<file path="src/rtl/cache_arbiter_pkg.sv">
// Shared types for the icache/dcache line-port arbiter.
// Holds the FSM and requester encodings plus the default line and address widths.
package cache_arbiter_pkg;

    localparam int unsigned ARB_LINE_W = 256;
    localparam int unsigned ARB_ADDR_W = 32;

    typedef enum logic [1:0] {
        IDLE    = 2'd0,
        SERVE_I = 2'd1,
        SERVE_D = 2'd2,
        DONE    = 2'd3
    } arb_state_t;

    typedef enum logic {
        REQ_I = 1'b0,
        REQ_D = 1'b1
    } requester_t;

endpackage

</file>
<file path="src/rtl/cache_arbiter_rr_select2.sv">
// Two-way round-robin picker: a lone requester always wins, and on a tie the
// requester that was not granted last wins.
module rr_select2
    import cache_arbiter_pkg::*;
(
    input  logic       req_i_i,
    input  logic       req_d_i,
    input  requester_t last_grant_i,
    output logic       grant_valid_o,
    output requester_t grant_id_o
);

    always_comb begin
        grant_valid_o = req_i_i | req_d_i;
        if (req_i_i && req_d_i) begin
            grant_id_o = (last_grant_i == REQ_I) ? REQ_D : REQ_I;
        end else if (req_d_i) begin
            grant_id_o = REQ_D;
        end else begin
            grant_id_o = REQ_I;
        end
    end

endmodule

</file>
<file path="src/rtl/cache_arbiter.sv">
// Shares one line-granular memory port between icache and dcache, serving one
// latched line transaction at a time with round-robin on ties.
module cache_arbiter
    import cache_arbiter_pkg::*;
#(
    parameter int unsigned LINE_W = ARB_LINE_W,
    parameter int unsigned ADDR_W = ARB_ADDR_W
) (
    input  logic              clk,
    input  logic              reset_n,
    input  logic              i_read,
    input  logic [ADDR_W-1:0] i_addr,
    output logic [LINE_W-1:0] i_rdata,
    output logic              i_resp,
    input  logic              d_read,
    input  logic              d_write,
    input  logic [ADDR_W-1:0] d_addr,
    input  logic [LINE_W-1:0] d_wdata,
    output logic [LINE_W-1:0] d_rdata,
    output logic              d_resp,
    output logic              mem_read,
    output logic              mem_write,
    output logic [ADDR_W-1:0] mem_addr,
    output logic [LINE_W-1:0] mem_wdata,
    input  logic [LINE_W-1:0] mem_rdata,
    input  logic              mem_resp
);

    // Handshake: a cache holds its request until its x_resp pulse and requests
    // are only sampled in IDLE; downstream, mem_read/mem_write with addr/wdata
    // stay stable from the grant until the mem_resp cycle, which ends the
    // transaction. DONE gives the served cache a cycle to drop its request.

    arb_state_t  state_q, state_d;
    requester_t  last_grant_q, last_grant_d;
    logic [ADDR_W-1:0] addr_q, addr_d;
    logic [LINE_W-1:0] wdata_q, wdata_d;
    logic              write_q, write_d;

    logic       grant_valid;
    requester_t grant_id;
    logic       serving;

    rr_select2 u_rr_select2 (
        .req_i_i       (i_read),
        .req_d_i       (d_read | d_write),
        .last_grant_i  (last_grant_q),
        .grant_valid_o (grant_valid),
        .grant_id_o    (grant_id)
    );

    always_ff @(posedge clk or negedge reset_n) begin
        if (!reset_n) begin
            state_q      <= IDLE;
            last_grant_q <= REQ_I;
            addr_q       <= '0;
            wdata_q      <= '0;
            write_q      <= 1'b0;
        end else begin
            state_q      <= state_d;
            last_grant_q <= last_grant_d;
            addr_q       <= addr_d;
            wdata_q      <= wdata_d;
            write_q      <= write_d;
        end
    end

    always_comb begin
        state_d      = state_q;
        last_grant_d = last_grant_q;
        addr_d       = addr_q;
        wdata_d      = wdata_q;
        write_d      = write_q;
        case (state_q)
            IDLE: begin
                if (grant_valid) begin
                    last_grant_d = grant_id;
                    if (grant_id == REQ_D) begin
                        state_d = SERVE_D;
                        addr_d  = d_addr;
                        wdata_d = d_wdata;
                        // A simultaneous read+write is treated as the write-back.
                        write_d = d_write;
                    end else begin
                        state_d = SERVE_I;
                        addr_d  = i_addr;
                        wdata_d = '0;
                        write_d = 1'b0;
                    end
                end
            end
            SERVE_I, SERVE_D: begin
                if (mem_resp) begin
                    state_d = DONE;
                end
            end
            DONE:    state_d = IDLE;
            default: state_d = IDLE;
        endcase
    end

    always_comb begin
        serving   = (state_q == SERVE_I) || (state_q == SERVE_D);
        mem_read  = serving & ~write_q;
        mem_write = serving & write_q;
        mem_addr  = serving ? addr_q : '0;
        mem_wdata = serving ? wdata_q : '0;
        i_resp    = (state_q == SERVE_I) & mem_resp;
        d_resp    = (state_q == SERVE_D) & mem_resp;
        i_rdata   = i_resp ? mem_rdata : '0;
        d_rdata   = d_resp ? mem_rdata : '0;
    end

endmodule

</file>
<file path="config.mk">
export PLATFORM = sky130hd
export DESIGN_NAME = cache_arbiter
export DESIGN_NICKNAME = d
export VERILOG_FILES = /design/src/rtl/cache_arbiter_pkg.sv /design/src/rtl/cache_arbiter_rr_select2.sv /design/src/rtl/cache_arbiter.sv
export SDC_FILE = /design/constraint.sdc
export NUM_CORES = 1
export LEC_CHECK = 0
export ABC_AREA = 1
export BUFFER_PORTS_ARGS = -buffer_cell sky130_fd_sc_hd__buf_2
export CORE_AREA = 2 2 541 543
export DETAILED_ROUTE_END_ITERATION = 7
export DIE_AREA = 0 0 543 545
export MAX_ROUTING_LAYER = met4
export PLACE_DENSITY = 0.3
export SYNTH_ARGS = -nofsm -noshare
export SYNTH_HDL_FRONTEND = slang
export SYNTH_SLANG_ARGS = --single-unit
</file>
<file path="constraint.sdc">
create_clock -name clk -period 2.2 [get_ports clk]
set_input_delay 0.22 -clock clk [delete_from_list [all_inputs] [get_ports clk]]
set_output_delay 0.22 -clock clk [all_outputs]
set_load 0.02 [all_outputs]
</file>
==> flow_metrics.env <==
export IMPL_synth_top_area_cell="dfrtp_1"
export IMPL_clk_path_buf_depth=3
export IMPL_worstPathRequired_ps=1980
export IMPL_synth_fp_nets=3416
export IMPL_synth_cell_types=16
export IMPL_drt_initial_drc_count=1638
export IMPL_max_cap_viol_count=0
export IMPL_synth_area_sq_mm=0.01745
export IMPL_syn_avg_cell_area_sq_um=6.164
export IMPL_yosys_warnings=0
export IMPL_synth_area_top_cells="dfrtp_1, nand2_1, inv_1"
export IMPL_startpoint="state_q[1]"
export IMPL_cts_sinks=292
export IMPL_p_leak_nw=22.48
export IMPL_vdd_ir_drop_max_mv=0.6020
export IMPL_rsz0062_at_grt="true"
export IMPL_grt_pass1_wl_mm=285.4
export IMPL_post_dp_cell_area_sq_mm=0.03074
export IMPL_antenna_found_initial=184
export IMPL_area_growth_pct=121.1
export IMPL_reg2reg_to="addr_q[9]"
export IMPL_crit_path_max_fanout=6
export IMPL_start_util_pct=6.014
export IMPL_reg2reg_from="state_q[0]"
export IMPL_ff2ff_path_depth=6
export IMPL_drv_slew=0
export IMPL_die_height_um=545
export IMPL_clock_root_buffer="clkbuf_16"
export IMPL_die_area_sq_mm=0.2959
export IMPL_cp_start_kind="flip-flop"
export IMPL_die_w_um=543
export IMPL_max_slew_margin_rel_pct=44.27
export IMPL_core_sq_mm=0.2901
export IMPL_antenna_left=0
export IMPL_synthCells=2830
export IMPL_fin_crit_ps=2527
export IMPL_wire_per_inst_um=26.63
export IMPL_fin_area_sq_mm=0.03857
export IMPL_grt_pass1_vias=26140
export IMPL_fin_ws_ps=-326.5
export IMPL_grt_max_degree=53
export IMPL_num_rows=198
export IMPL_path_clk_slew_ps=60
export IMPL_gp_congestion=0.9110
export IMPL_fin_skew_ps=37.40
export IMPL_crit_path_end_kind="primary output"
export IMPL_crit_arrival_ps=2310
export IMPL_period_share_pct=114.8
export IMPL_layout_drive_gt1_share_pct=38.79
export IMPL_dp_slack_ps=-119.2
export IMPL_tightest_slew_ps=835.0
export IMPL_placedCellCount=8079
export IMPL_setup_viol=800
export IMPL_drc_errors=0
export IMPL_cts_made_buffers=44
export IMPL_hold_path_class="input port to flip-flop"
export IMPL_avgViaCountPerCell=2.994
export IMPL_hpwl_mm=198.7
export IMPL_ys_ff_latch=292
export IMPL_ys_seq_area_share_pct=41.88
export IMPL_overflow=0
export IMPL_violations="setup timing"
export IMPL_cts_tree="done"
export IMPL_wirelength_mm=233.2
export IMPL_power_density_mw_per_mm2=1303
export IMPL_clock_fmax_mhz=395.8
export IMPL_io_buffers=1385
export IMPL_nNetsFinal=5185
export IMPL_endpoint="i_rdata[194]"
export IMPL_status="finished with violations"
export IMPL_holdWs_ps=56.16
export IMPL_htreeDepth=2
export IMPL_synth_top_area_share_pct=41.88
export IMPL_final_hold_violation_count=0
export IMPL_worstSetupPathType="flip-flop to primary output"
export IMPL_instances_no_fill=8757
export IMPL_grt_use_total_pct=15.44
export IMPL_reg2reg_slack_ps=310
export IMPL_drt_first_pass_iters=5
export IMPL_via_count=26220
export IMPL_clkLatencyLatePin_ps=640
export IMPL_fin_util_pct=13.30
export IMPL_io_pins=1386
state kept, by name, summed over array words and instances, names as in the netlist:
name,flops
state_q,2
wdata_q,256
addr_q,32
last_grant_q,1
write_q,1
how the worst min path moves through the flow:
stage / startpoint / slack, ps / cells past startpoint / to
finish: d_wdata[22] / 60 / 4 / wdata_q[22]
CTS: d_read / 2 / 6 / state_q[1]
global placement: reset_n / 250 / 1 / wdata_q[136]
floorplan: reset_n / -80 / 0 / addr_q[0]
detailed placement: reset_n / 250 / 1 / wdata_q[154]
global route: d_read / 70 / 6 / state_q[1]
cells in the mapped netlist:
cell type and n:
nand2_1 916, inv_1 586, nor2_1 513, dfrtp_1 292
nand3_1 291, clkbuf_1 137, buf_2 46, nand3b_1 32
buf_1 5, ha_1 4, inv_2 2, or2_2 2
a21boi_4 1, buf_6 1, nor2_2 1, o21ai_2 1
cells in the final DEF, fill, tap and decap left out, types with 22 or more instances in the layout:
cell / n
buf_2: 1175
nand2_1: 889
inv_1: 553
nor2_1: 447
dlygate4sd3_1: 321
dfrtp_1: 292
nand3_1: 291
diode_2: 224
buf_4: 197
buf_6: 93
buf_12: 81
clkbuf_16: 50
nor2_4: 37
nand3b_1: 32
nor2_2: 30
inv_2: 23
buf_16: 22
what timing repair did:
item / CTS / global route
cloned: 20 / 6
pin swaps: 4 / 4
hold endpoints to repair: 370 / 0
setup endpoints to repair: 803 / 804
hold buffers: 321 / 0
resized for setup: 343 / 172
buffers inserted: 24 / 5
per-layer routing:
layer	wire length, um	vias to the layer above	track usage (%)
met5	0	-	-
met4	13000	0	8.418
met3	20490	350	5.589
met2	116900	1392	26.40
met1	82830	12530	15.24
li1	-	11940	-
report_power, final:
part / internal [W] / switching, W / total (W) / leakage (nW)
Sequential: 0.00772 / 0.00185 / 0.00956 / 3.71
Combinational: 0.0120 / 0.0210 / 0.0330 / 18.0
Clock: 0.00447 / 0.00317 / 0.00764 / 0.732
Total: 0.0242 / 0.0261 / 0.0502 / 22.5
cell type report:
type / instances / area [sq um]
timing repair buffer: 1912 / 14360
antenna: 224 / 560.5
clock buffer: 62 / 1249
multi-input combinational: 1761 / 7695
tap: 3900 / 4880
inverter: 588 / 2250
fill: 34080 / 251500
clock inverter: 18 / 270.3
sequential: 292 / 7307
logic make-up after synthesis:
group / share of synthesized area (%)
buf+inv: 17.09
fa+ha+maj: 0.2869
flops: 41.88
compound gates: 0.1578
simple gates: 40.58
worst max-delay path: stages (launching register included):
cell and delay (ps):
dfrtp_1 400, inv_2 120, ha_4 170, nand2_8 60, buf_12 160, buf_4 160
buf_16 150, nor2_2 180, buf_2 230
metrics by stage:
stage	setup TNS [ps]	power, W
after floorplan	0	0.02305
after global placement	-120.2	0.03850
after detailed placement	-126.9	0.03842
after CTS	-243550	0.05079
after global routing	-260840	0.05391
final	-167950	0.05024
Power figures use the tool's default switching activity.
